### src/rtl/sram_port_arbiter_pkg.sv
// Shared types and address-width helpers for the pixel SRAM port arbiter.
// Build option: define ARB_STARVE_EN to enable forced grants for starved requesters.
package fast_pkg;

  typedef enum logic {
    ARB    = 1'b0,
    LOCKED = 1'b1
  } arb_state_t;

  function automatic int unsigned addr_w(input int unsigned bound);
    return $clog2(bound) + 1;
  endfunction

  localparam int unsigned DEF_X_MAX = 5;
  localparam int unsigned DEF_Y_MAX = 5;
  localparam int unsigned DEF_AW    = addr_w(DEF_X_MAX);
  localparam int unsigned DEF_YW    = addr_w(DEF_Y_MAX);

endpackage

### src/rtl/sram_port_arbiter_rr_pick.sv
// Rotating-priority finder: first set request after ptr (mod N), one-hot result.
module rr_pick #(
  parameter int unsigned N  = 3,
  parameter int unsigned PW = 2
) (
  input  logic [N-1:0]  req,
  input  logic [PW-1:0] ptr,
  output logic [N-1:0]  pick,
  output logic          any
);

  always_comb begin
    int unsigned idx;
    pick = '0;
    any  = 1'b0;
    idx  = 0;
    for (int unsigned k = 1; k <= N; k++) begin
      idx = (32'(ptr) + k) % N;
      if (!any && req[idx]) begin
        pick[idx] = 1'b1;
        any       = 1'b1;
      end
    end
  end

endmodule

### src/rtl/sram_port_arbiter.sv
// Round-robin arbiter sharing one single-port pixel SRAM among NUM_REQ requesters.
// Build option: ARB_STARVE_EN adds per-requester wait counters and forced grants.
module sram_port_arbiter
  import fast_pkg::*;
#(
  parameter  int unsigned NUM_REQ      = 3,
  parameter  int unsigned X_MAX        = 5,
  parameter  int unsigned Y_MAX        = 5,
  parameter  int unsigned STARVE_LIMIT = 8,
  localparam int unsigned AW           = addr_w(X_MAX),
  localparam int unsigned YW           = addr_w(Y_MAX)
) (
  input  logic                  clk,
  input  logic                  rst,
  input  logic                  clear,
  input  logic [NUM_REQ-1:0]    req,
  input  logic [NUM_REQ-1:0]    we,
  input  logic [NUM_REQ-1:0]    lock,
  input  logic [NUM_REQ*AW-1:0] x_addr_in,
  input  logic [NUM_REQ*YW-1:0] y_addr_in,
  input  logic [NUM_REQ*8-1:0]  wdata_in,
  output logic [NUM_REQ-1:0]    gnt,
  output logic                  sram_en,
  output logic                  sram_we,
  output logic [AW-1:0]         sram_x,
  output logic [YW-1:0]         sram_y,
  output logic [7:0]            sram_wdata,
  input  logic [7:0]            sram_rdata,
  output logic [7:0]            rdata,
  output logic [NUM_REQ-1:0]    rvalid,
  output logic [NUM_REQ-1:0]    starve
);

  localparam int unsigned PW = $clog2(NUM_REQ);

  arb_state_t         state;
  logic [PW-1:0]      ptr;
  logic [PW-1:0]      owner;
  logic [PW-1:0]      rr_idx;
  logic [NUM_REQ-1:0] owner_oh;
  logic [NUM_REQ-1:0] rr_req;
  logic [NUM_REQ-1:0] rr_oh;
  logic [NUM_REQ-1:0] force_oh;
  logic               rr_any;
  logic               force_any;
  logic               hold_lock;
  logic               win_we;
  logic [AW-1:0]      win_x;
  logic [YW-1:0]      win_y;
  logic [7:0]         win_wdata;
  logic [NUM_REQ-1:0] rid_q1;
  logic [NUM_REQ-1:0] rid_q2;

  always_comb begin
    owner_oh = '0;
    for (int unsigned i = 0; i < NUM_REQ; i++) owner_oh[i] = (owner == PW'(i));
  end

  // A held lock narrows the rotation to the owner; a dropped lock falls back to full round-robin.
  assign hold_lock = (state == LOCKED) && |(lock & owner_oh);
  assign rr_req    = hold_lock ? (req & owner_oh) : req;

  rr_pick #(
    .N  (NUM_REQ),
    .PW (PW)
  ) u_rr_pick (
    .req  (rr_req),
    .ptr  (ptr),
    .pick (rr_oh),
    .any  (rr_any)
  );

  always_comb begin
    gnt = '0;
    if (!clear) gnt = force_any ? force_oh : rr_oh;
  end

  always_comb begin
    rr_idx    = '0;
    win_we    = 1'b0;
    win_x     = '0;
    win_y     = '0;
    win_wdata = '0;
    for (int unsigned i = 0; i < NUM_REQ; i++) begin
      if (rr_oh[i]) rr_idx = PW'(i);
      if (gnt[i]) begin
        win_we    = we[i];
        win_x     = x_addr_in[i*AW +: AW];
        win_y     = y_addr_in[i*YW +: YW];
        win_wdata = wdata_in[i*8 +: 8];
      end
    end
  end

  // Forced grants leave state, owner and ptr untouched so the interrupted burst resumes.
  always_ff @(posedge clk or posedge rst) begin
    if (rst) begin
      state <= ARB;
      ptr   <= PW'(NUM_REQ - 1);
      owner <= '0;
    end else if (clear) begin
      state <= ARB;
      ptr   <= PW'(NUM_REQ - 1);
    end else if (!force_any) begin
      if (rr_any) begin
        ptr <= rr_idx;
        if (lock[rr_idx]) begin
          state <= LOCKED;
          owner <= rr_idx;
        end else begin
          state <= ARB;
        end
      end else if (!hold_lock) begin
        state <= ARB;
      end
    end
  end

  always_ff @(posedge clk or posedge rst) begin
    if (rst) begin
      sram_en    <= 1'b0;
      sram_we    <= 1'b0;
      sram_x     <= '0;
      sram_y     <= '0;
      sram_wdata <= '0;
      rid_q1     <= '0;
      rid_q2     <= '0;
    end else begin
      sram_en <= |gnt;
      if (|gnt) begin
        sram_we    <= win_we;
        sram_x     <= win_x;
        sram_y     <= win_y;
        sram_wdata <= win_wdata;
      end
      rid_q1 <= gnt & ~we;
      rid_q2 <= rid_q1;
    end
  end

  assign rdata  = sram_rdata;
  assign rvalid = rid_q2;

`ifdef ARB_STARVE_EN
  localparam int unsigned CW = $clog2(STARVE_LIMIT + 1);

  logic [CW-1:0] wait_cnt [NUM_REQ];

  always_comb begin
    force_oh  = '0;
    force_any = 1'b0;
    for (int unsigned i = 0; i < NUM_REQ; i++) begin
      if (!force_any && req[i] && (wait_cnt[i] == CW'(STARVE_LIMIT))) begin
        force_oh[i] = 1'b1;
        force_any   = 1'b1;
      end
    end
  end

  always_ff @(posedge clk or posedge rst) begin
    if (rst) begin
      for (int unsigned i = 0; i < NUM_REQ; i++) wait_cnt[i] <= '0;
      starve <= '0;
    end else if (clear) begin
      for (int unsigned i = 0; i < NUM_REQ; i++) wait_cnt[i] <= '0;
      starve <= '0;
    end else begin
      for (int unsigned i = 0; i < NUM_REQ; i++) begin
        if (gnt[i])
          wait_cnt[i] <= '0;
        else if (req[i] && (wait_cnt[i] != CW'(STARVE_LIMIT)))
          wait_cnt[i] <= wait_cnt[i] + 1'b1;
      end
      starve <= starve | force_oh;
    end
  end
`else
  logic unused_limit;

  assign force_oh     = '0;
  assign force_any    = 1'b0;
  assign starve       = '0;
  assign unused_limit = ^STARVE_LIMIT;
`endif

endmodule

### config.mk
export PLATFORM = sky130hd
export DESIGN_NAME = sram_port_arbiter
export DESIGN_NICKNAME = d
export VERILOG_FILES = /design/src/rtl/sram_port_arbiter_pkg.sv /design/src/rtl/sram_port_arbiter_rr_pick.sv /design/src/rtl/sram_port_arbiter.sv
export SDC_FILE = /design/constraint.sdc
export NUM_CORES = 1
export LEC_CHECK = 0
export CAP_MARGIN = 10
export CORE_ASPECT_RATIO = 0.5
export CORE_MARGIN = 5
export CORE_UTILIZATION = 40
export DETAILED_ROUTE_END_ITERATION = 6
export HOLD_SLACK_MARGIN = 0.05
export PLACE_DENSITY = 0.82
export SYNTH_ARGS = -nofsm -noshare
export SYNTH_HDL_FRONTEND = slang
export SYNTH_SLANG_ARGS = --single-unit
### constraint.sdc
create_clock -name clk -period 7.1 [get_ports clk]
set_input_delay 1.065 -clock clk [delete_from_list [all_inputs] [get_ports clk]]
set_output_delay 1.065 -clock clk [all_outputs]
set_load 0.05 [all_outputs]
==> flow_summary_export.csv <==
group,metric,value,unit
routing,vias,1735,
logic_synthesis,synth_area_leaders,"dfrtp_1 (36%), o2bb2ai_1 (7.8%), a221oi_2 (6.3%), buf_4 (4.3%), nor2_1 (4.3%)",
logic_synthesis,yosysTopAreaCell,"dfrtp_1",
floorplan,ios,103,
logic_synthesis,yosys_warnings,0,
setup_path,critical_path_class,"input pin to output port",
layout,fillCellCount,374,
cts,clkTransAtPathRegs,0.06,ns
floorplan,die_width,108,um
cts,tritoncts,"yes",
setup_path,crit_fanout,20,
cts,cts_root_buffer,"clkbuf_8",
status,outcome,"complete, no violations",
routing,ant_nets,0,
layout,ff_latch_area,727,um^2
setup_path,worstPathRequired,6.03,ns
worst_hold_path,hp-start,"rid_q1[0]",
layout,final_cells,321,
logic_synthesis,ys_types,55,
logic_synthesis,netlist_instances,180,
power_and_ir_drop,p_leak,1.12,nW
cts,holdBufCountCts,0,
routing,drt_wl_total,5380,um
routing,drc_errors,0,
logic_synthesis,ys_seq_elements,29,
logic_synthesis,postSynthAreaPerCell,10.7,um^2
floorplan,die-area,6370,um^2
job,drv_cap,0,
timing,rsz0062_at_grt,"no",
timing,finalHoldViolCount,0,
cts,cts_inserted_buffers,5,
worst_hold_path,hp-class,"flip-flop to flip-flop",
routing,drt_iter0_drc,119,
global_route,grt_max_degree,30,
global_route,grt_overflow,0,
setup_path,cp_common_cell,"clkdlybuf4s50_1",
routing,drt-pass1-iter-count,4,
layout,final_common_cell,"clkdlybuf4s50_1",
global_route,grt_pass1_wl,8600,um
floorplan,start_util,42.6,%
logic_synthesis,synth_top_area_share,36.5,%
cts,htreeDepth,2,
worst_hold_path,whs_path_depth,0,
logic_synthesis,netlist_area,1920,um^2
power_and_ir_drop,peakVddDrop,0.000168,V
placement,io_buffer_count,83,
timing,worst_pin_slew,0.677,ns
timing,setup_tns,0,ns
layout,nets,326,
placement,gp_congestion,0.979,
routing,wl_per_cell,16.8,um
timing,maxSlewViolCount,0,
setup_path,ff2ff_path_depth,11,
setup_path,crit_chain,"clkdlybuf4s50_1, mux2_4, a2111oi_2, nor3_1, o211ai_1, o21a_1, nand2_2, inv_2, clkdlybuf4s50_1",
setup_path,crit_path_start,"lock[2]",
layout,multi_input_area,997,um^2
cts,postCtsSetupBuffers,0,
power_and_ir_drop,power_density,474,nW/um^2
cts,clkLatencyLatePin,0.27,ns
placement,hpwl,4220,um
timing,finalSetupViolations,0,
setup_path,cp_slowest_stage_delay,0.89,ns
floorplan,die_h,59.0,um
setup_path,cp-end-kind,"output port",
setup_path,critical-path-slowest-cell,"clkdlybuf4s50_1",
layout,mostFrequentLayoutCells,"clkdlybuf4s50_1 (83), dfrtp_1 (28), nor2_1 (22)",
floorplan,rows,17,
global_route,antenna_found_initial,0,
timing,finalCritPeriodShare,78.1,%
layout,diodes,0,
layout,drive_gt1_share,12.9,%
global_route,first_global_vias,1756,
routing,vias_per_cell,5.40,
cts,cts.sinks,29,
global_route,grt_usage,17.1,%
timing,maxSlewHeadroom,54.7,%
placement,numPlacedInstances,312,
timing,finalCriticalPeriod,5.55,ns
logic_synthesis,synth_ff_type,"dfrtp_1",
logic_synthesis,synth_edf_count,0,
setup_path,cp.arrival,4.48,ns
cts,clockBufferDepth,2,
floorplan,core_area,4510,um^2
setup_path,start_kind,"input pin",
cts,ctsResizeCount,0,
timing,skew,0.00551,ns
layout,area_growth_syn_to_layout,46.8,%
logic_synthesis,synthArstFlopShare,100,%
setup_path,worstReg2RegStart,"ptr[1]",
timing,fmax,0.180,GHz
logic_synthesis,ys_seq_area_share,37.9,%
path summary, 6_finish.rpt:
check / endpoint / slack, ns
worst min-delay path: rvalid[0] / 0.35
min in group asynchronous: sram_wdata[5] / 1.02
worst min register to register: rvalid[0] / 0.35
worst max-delay path: gnt[2] / 1.55
max in group asynchronous: ptr[1] / 5.60
worst max register to register: sram_we / 3.73
cell usage after synthesis, types with 2 or more instances:
master / n
mux2i_1: 3
nand4b_1: 4
inv_1: 8
o2111ai_1: 2
a221oi_2: 8
buf_6: 5
buf_4: 11
nor2_4: 2
nor2_1: 22
nand4_1: 2
a221oi_1: 9
nand2_1: 4
o21ai_0: 4
o211ai_1: 2
nand3b_1: 2
o2bb2ai_1: 17
nor2b_1: 3
nor3_1: 2
nand2b_1: 3
inv_2: 2
ha_1: 4
dfrtp_1: 28
stage by stage:
stage	util (%)	instance area (um^2)	hold WS [ns]	setup slack (ns)	power, mW
after detailed placement	59.3	2680	0.335	1.58	1.17
after global placement	59.3	2680	0.336	1.67	1.15
after CTS	61.9	2790	0.348	1.57	1.34
after floorplan	-	1930	0.331	3.24	0.958
after global routing	62.5	2820	0.366	1.41	1.42
final	62.5	2820	0.347	1.55	1.33
logic make-up after synthesis:
group / synth area share (%)
buffers and inverters: 10.6
AOI/OAI and AO/OA: 29.6
other: 0.195
muxes: 2.93
and+or+nand+nor: 16.2
adders and majority gates: 2.61
DFF: 37.9
layout make-up:
| cell class | instances | area share, % |
|---|---|---|
| clock inverter | 1 | 1.07 |
| inverter | 10 | 1.33 |
| tap | 66 | 2.93 |
| clock buffer | 7 | 3.06 |
| sequential | 29 | 25.8 |
| timing repair buffer | 84 | 30.4 |
| multi-input combinational | 124 | 35.4 |
critical path, delay by kind of cell:
kind,cells,cell delay (ns)
buffers and inverters,3,1.82
AOI/OAI and AO/OA,3,0.89
and+or+nand+nor,2,0.37
muxes,1,0.31
layer usage:
metal	up-vias	GRT usage [%]	routed length [um]
met3	8	4.35	409
met5	-	0	0
li1	829	-	-
met2	75	29.8	2650
met4	0	5.94	70
met1	823	21.0	2250
power breakdown:
part	total [mW]	internal [mW]	leakage (nW)	switching [mW]
clock	0.172	0.114	0.0585	0.0581
combinational	0.871	0.332	0.697	0.538
sequential	0.292	0.244	0.361	0.0475
total	1.33	0.691	1.12	0.644
sequential cells by signal, indices dropped and copies added (netlist names):
register and cells:
ptr 2, sram_y 4, rid_q1 3, sram_en 1
sram_x 4, sram_wdata 8, owner 2, sram_we 1
rvalid 3, state 1
Note: power is estimated with default switching activity, not from simulation.
==> edit 1: new RTL, same settings <==
Change the parameter `NUM_REQ` from 3 to 6.
--- a/src/rtl/sram_port_arbiter.sv
+++ b/src/rtl/sram_port_arbiter.sv
@@ -4,5 +4,5 @@
   import fast_pkg::*;
 #(
-  parameter  int unsigned NUM_REQ      = 3,
+  parameter  int unsigned NUM_REQ      = 6,
   parameter  int unsigned X_MAX        = 5,
   parameter  int unsigned Y_MAX        = 5,
Ports: changed (9 resized); port bits go from 103 to 169. The function was not compared with the original's and may differ.
==> edit 1 against the unedited design <==
Worst setup slack got worse by 860 ps; cell area up 110%; total power grew to 2.8 times the old value; global-route usage increased by 4.9 points; clock skew fell by 2.0 ps; synthesized cell count increased to 2.8 times the old value; fmax decreased by 13%; sequential cell count grew 8; sequential share of layout area fell by 10 points; clock power is 70% higher; combinational power grew to 3.5 times the old value; area after synthesis rose by 120%; routed wire length increased to 2.8 times the old value; critical endpoint is now gnt[4].
==> edit 1: results (changes against the unedited design) <==
Timing
  – Worst-case clock skew: 3.486 ps (was 5.510 ps)
  – Slew headroom: 38.89% (was 54.70%)

Logic synthesis
  – Top cells by area, synth: dfrtp_1, a221oi_1, ha_1 (was dfrtp_1, o2bb2ai_1, a221oi_2)
  – Seq/Total Area, Yosys: 21.97% (was 37.85%)
  – Yosys cell types: 82 (was 55)

Placed design
  – Port Buffer Count: 146 (was 83)
  – Gpl congestion: 0.9606 (was 0.9792)
  – Setup WS pre-CTS: 955.6 ps (was 1583 ps)
  – Cell Area, Placed: 5713 sq um (was 2675 sq um)
  – Placed cells: 768 (was 312)

Setup path
  – Worst R2R End: sram_wdata[7] (was sram_we)
  – Worst Path Arrival: 5340 ps (was 4480 ps)
  – R2R cell count: 17 (was 11)
  – R2r setup slk: 1060 ps (was 3730 ps)
  – Crit-path max cell delay: 850 ps (was 890 ps)

GRT
  – Met1 Track Usage GR: 29.40% (was 21.05%)
  – First-pass GRT wire length: 22890 um (was 8604 um)
  – Vias in the first global route: 4364 (was 1756)
  – Grt met3 use: 4.321% (was 4.353%)
  – Met2 GRT Util: 37.67% (was 29.77%)

Status
  – Outcome: finished clean (unchanged)

Layout
  – NumNets Final: 780 (was 326)
  – Layout cells sized above 1: 11.01% (was 12.94%)

Drt
  – Routed length on met2: 7004 um (was 2652 um)
  – Met3 WL: 1275 um (was 409 um)
  – Drt wl/cell: 19.43 um (was 16.75 um)
  – DRT iter0 DRCs: 366 (was 119)
  – Vias per cell: 6.027 (was 5.405)
  – Drt pass-1 iters: 5 (was 4)

Clocking
  – CTS root buf: clkbuf_16 (was clkbuf_8)

Worst hold path
  – Min-delay src: rid_q1[4] (was rid_q1[0])
  – Worst Hold Path EP: rvalid[4] (was rvalid[0])

Pwr
  – Max rail drop VDD: 0.0002069 V (was 0.0001683 V)
==> edit 1: cell families (layout without fill, tap and decap cells) <==
| family | count (synthesis) | after routing | synth area share [%] |
|---|---|---|---|
| XOR/XNOR | 2 | 2 | 0.4145 |
| AO/OA/AOI/OAI | 171 | 171 | 34.78 |
| AND/OR/NAND/NOR | 165 | 165 | 21.76 |
| other | 1 | 6 | 0.08872 |
| flip-flops | 37 | 37 | 21.97 |
| multiplexers | 14 | 14 | 3.700 |
| buffers and inverters | 98 | 221 | 11.37 |
| adder cells (fa/ha/maj) | 20 | 20 | 5.921 |
==> edit 1: area by class of cell <==
cell class	count	area (sq um)
well taps	140	175.2
multi-input cells	378	2841
inverters	53	198.9
clock buffers	5	125.1
clock inverters	3	68.82
flip-flops and latches	37	928.4
fillers	915	4340
repair buffers	160	1569
==> edit 1: critical path, delay by kind of cell (launching register included) <==
| family | cells | cell delay, ps |
|---|---|---|
| buffers and inverters | 3 | 1100 |
| AO/OA/AOI/OAI | 4 | 1350 |
| adder cells (fa/ha/maj) | 2 | 530 |
| flip-flops | 1 | 760 |
| XOR/XNOR | 1 | 310 |
| AND/OR/NAND/NOR | 5 | 970 |
==> edit 1: how the worst max path moves through the flow <==
stage / start / end / slack [ps] / cells after the start
after floorplan: ptr[0] / gnt[3] / 1190 / 18
after global placement: lock[0] / gnt[0] / 960 / 11
after detailed placement: lock[2] / gnt[0] / 960 / 11
after CTS: ptr[0] / gnt[4] / 770 / 15
after global routing: ptr[0] / gnt[4] / 280 / 15
final: ptr[0] / gnt[4] / 700 / 15
==> edit 1: power breakdown <==
part           switching (mW)  internal (mW)  total [mW]
clock network          0.0891          0.202       0.292
registers              0.0898          0.325       0.415
logic                    1.88           1.20        3.08
total                    2.06           1.73        3.79
==> edit 2: new RTL, config.mk and constraints unchanged <==
Made on the original files. Add a define of `ARB_STARVE_EN`.
--- a/src/rtl/sram_port_arbiter.sv
+++ b/src/rtl/sram_port_arbiter.sv
@@ -1,4 +1,6 @@
 // Round-robin arbiter sharing one single-port pixel SRAM among NUM_REQ requesters.
 // Build option: ARB_STARVE_EN adds per-requester wait counters and forced grants.
+`define ARB_STARVE_EN
+
 module sram_port_arbiter
   import fast_pkg::*;
Behaviour: no difference found for any inputs over 4 cycles, from zero or initial values and one cycle with rst high; that may be too few to reach the edited logic, so the function may still have changed.
==> edit 2 against the unedited design <==
Sequential power increased by 36%; cell area grew 37%; largest cell class unchanged; sequential share of layout area grew 2.7 points; largest power group unchanged; routed wire length rose by 51%; die area up 42%; area after synthesis grew 48%; worst setup slack worse by 170 ps; total power up 32%; first-iteration DRC count is 52% higher; synthesized cell count grew 53%; sequential cell count rose by 15.
==> edit 2: results (changes against the unedited design) <==
Status
  – Outcome: finished clean (unchanged)

Layout
  – NumNets Final: 430 (was 326)
  – Register area: 1102 sq um (was 726.9 sq um)
  – Top Registers: wait_cnt: 12 flops, sram_wdata: 8 flops (was sram_wdata: 8 flops, sram_x: 4 flops, sram_y: 4 flops)
  – Layout cells sized above 1: 13.03% (was 12.94%)

Pwr
  – Sw Ratio: 45.53% (was 48.24%)
  – Pleak: 1.549 nW (was 1.117 nW)
  – Max rail drop VDD: 0.0001489 V (was 0.0001683 V)

Drt
  – DRT iter0 DRCs: 181 (was 119)
  – Met3 WL: 506 um (was 409 um)
  – Drt wl/cell: 18.30 um (was 16.75 um)
  – Wl on met1: 3588 um (was 2246 um)
  – Vias per cell: 5.737 (was 5.405)

Setup path
  – Worst Path Max Fanout: 18 (was 20)
  – Crit-path max cell delay: 820 ps (was 890 ps)
  – Worst R2R End: sram_wdata[1] (was sram_we)
  – Worst Path Arrival: 4650 ps (was 4480 ps)

GRT
  – Gr usage total: 17.89% (was 17.13%)
  – Met1 Track Usage GR: 23.25% (was 21.05%)
  – Largest net degree at the start of global routing: 45 (was 30)
  – First-pass GRT wire length: 13150 um (was 8604 um)

Logic synthesis
  – Top cells by count, synth: dfrtp_1, nor2_1, inv_1 (was dfrtp_1, nor2_1, o2bb2ai_1)
  – Cell count after synthesis: 276 (was 180)
  – Top cells by area, synth: dfrtp_1, ha_1, nor2_1 (was dfrtp_1, o2bb2ai_1, a221oi_2)
  – Yosys cell types: 71 (was 55)
  – Seq/Total Area, Yosys: 38.66% (was 37.85%)

Timing
  – Worst-case clock skew: 7.510 ps (was 5.510 ps)

Clocking
  – CTS root buf: clkbuf_16 (was clkbuf_8)
[edit 2: logic make-up (layout without fill, tap and decap cells)]
family                     after synthesis  count (layout)  share of synthesized area, %
and+or+nand+nor                         81              81                         14.70
xor gates and xnor gates                 9               9                         2.765
AOI/OAI and AO/OA                       85              85                         28.79
buffers and inverters                   40             117                         7.941
muxes                                    6               6                         2.413
DFF                                     44              44                         38.66
adders and majority gates               11              11                         4.739
[edit 2: area by class of cell]
cell class,count,area share (%)
repair buffers,88,22.62
flip-flops and latches,44,28.47
inverters,21,2.036
clock inverters,2,1.002
clock buffers,6,3.586
well taps,92,2.973
multi-input cells,192,39.32
[edit 2: how the worst min path moves through the flow]
stage          startpoint   endpoint  slack, ps  cells after the start
6_report        rid_q1[0]  rvalid[0]        350                      0
5_1_grt         rid_q1[2]  rvalid[2]        360                      0
3_3_place_gp    rid_q1[0]  rvalid[0]        330                      0
4_1_cts         rid_q1[0]  rvalid[0]        350                      0
2_1_floorplan   rid_q1[0]  rvalid[0]        330                      0
3_5_place_dp    rid_q1[0]  rvalid[0]        340                      0
[edit 2: worst register-to-register path, cell delays in order (launching register included)]
cell and delay (ps):
dfstp_2 550, inv_1 70, ha_1 290, inv_1 240, o211a_4 230, nor3_1 60, o311ai_1 350, nand3_2 290
a221oi_4 810, a221o_2 290, o221a_1 170
[edit 2: power by group through the flow]
stage	sequential [mW]	combinational (mW)	clock (mW)
2_1_floorplan	0.583	0.635	0
3_3_place_gp	0.394	1.10	0
3_5_place_dp	0.400	1.09	0
4_1_cts	0.397	1.10	0.277
5_1_grt	0.408	1.17	0.287
6_report	0.398	1.09	0.271
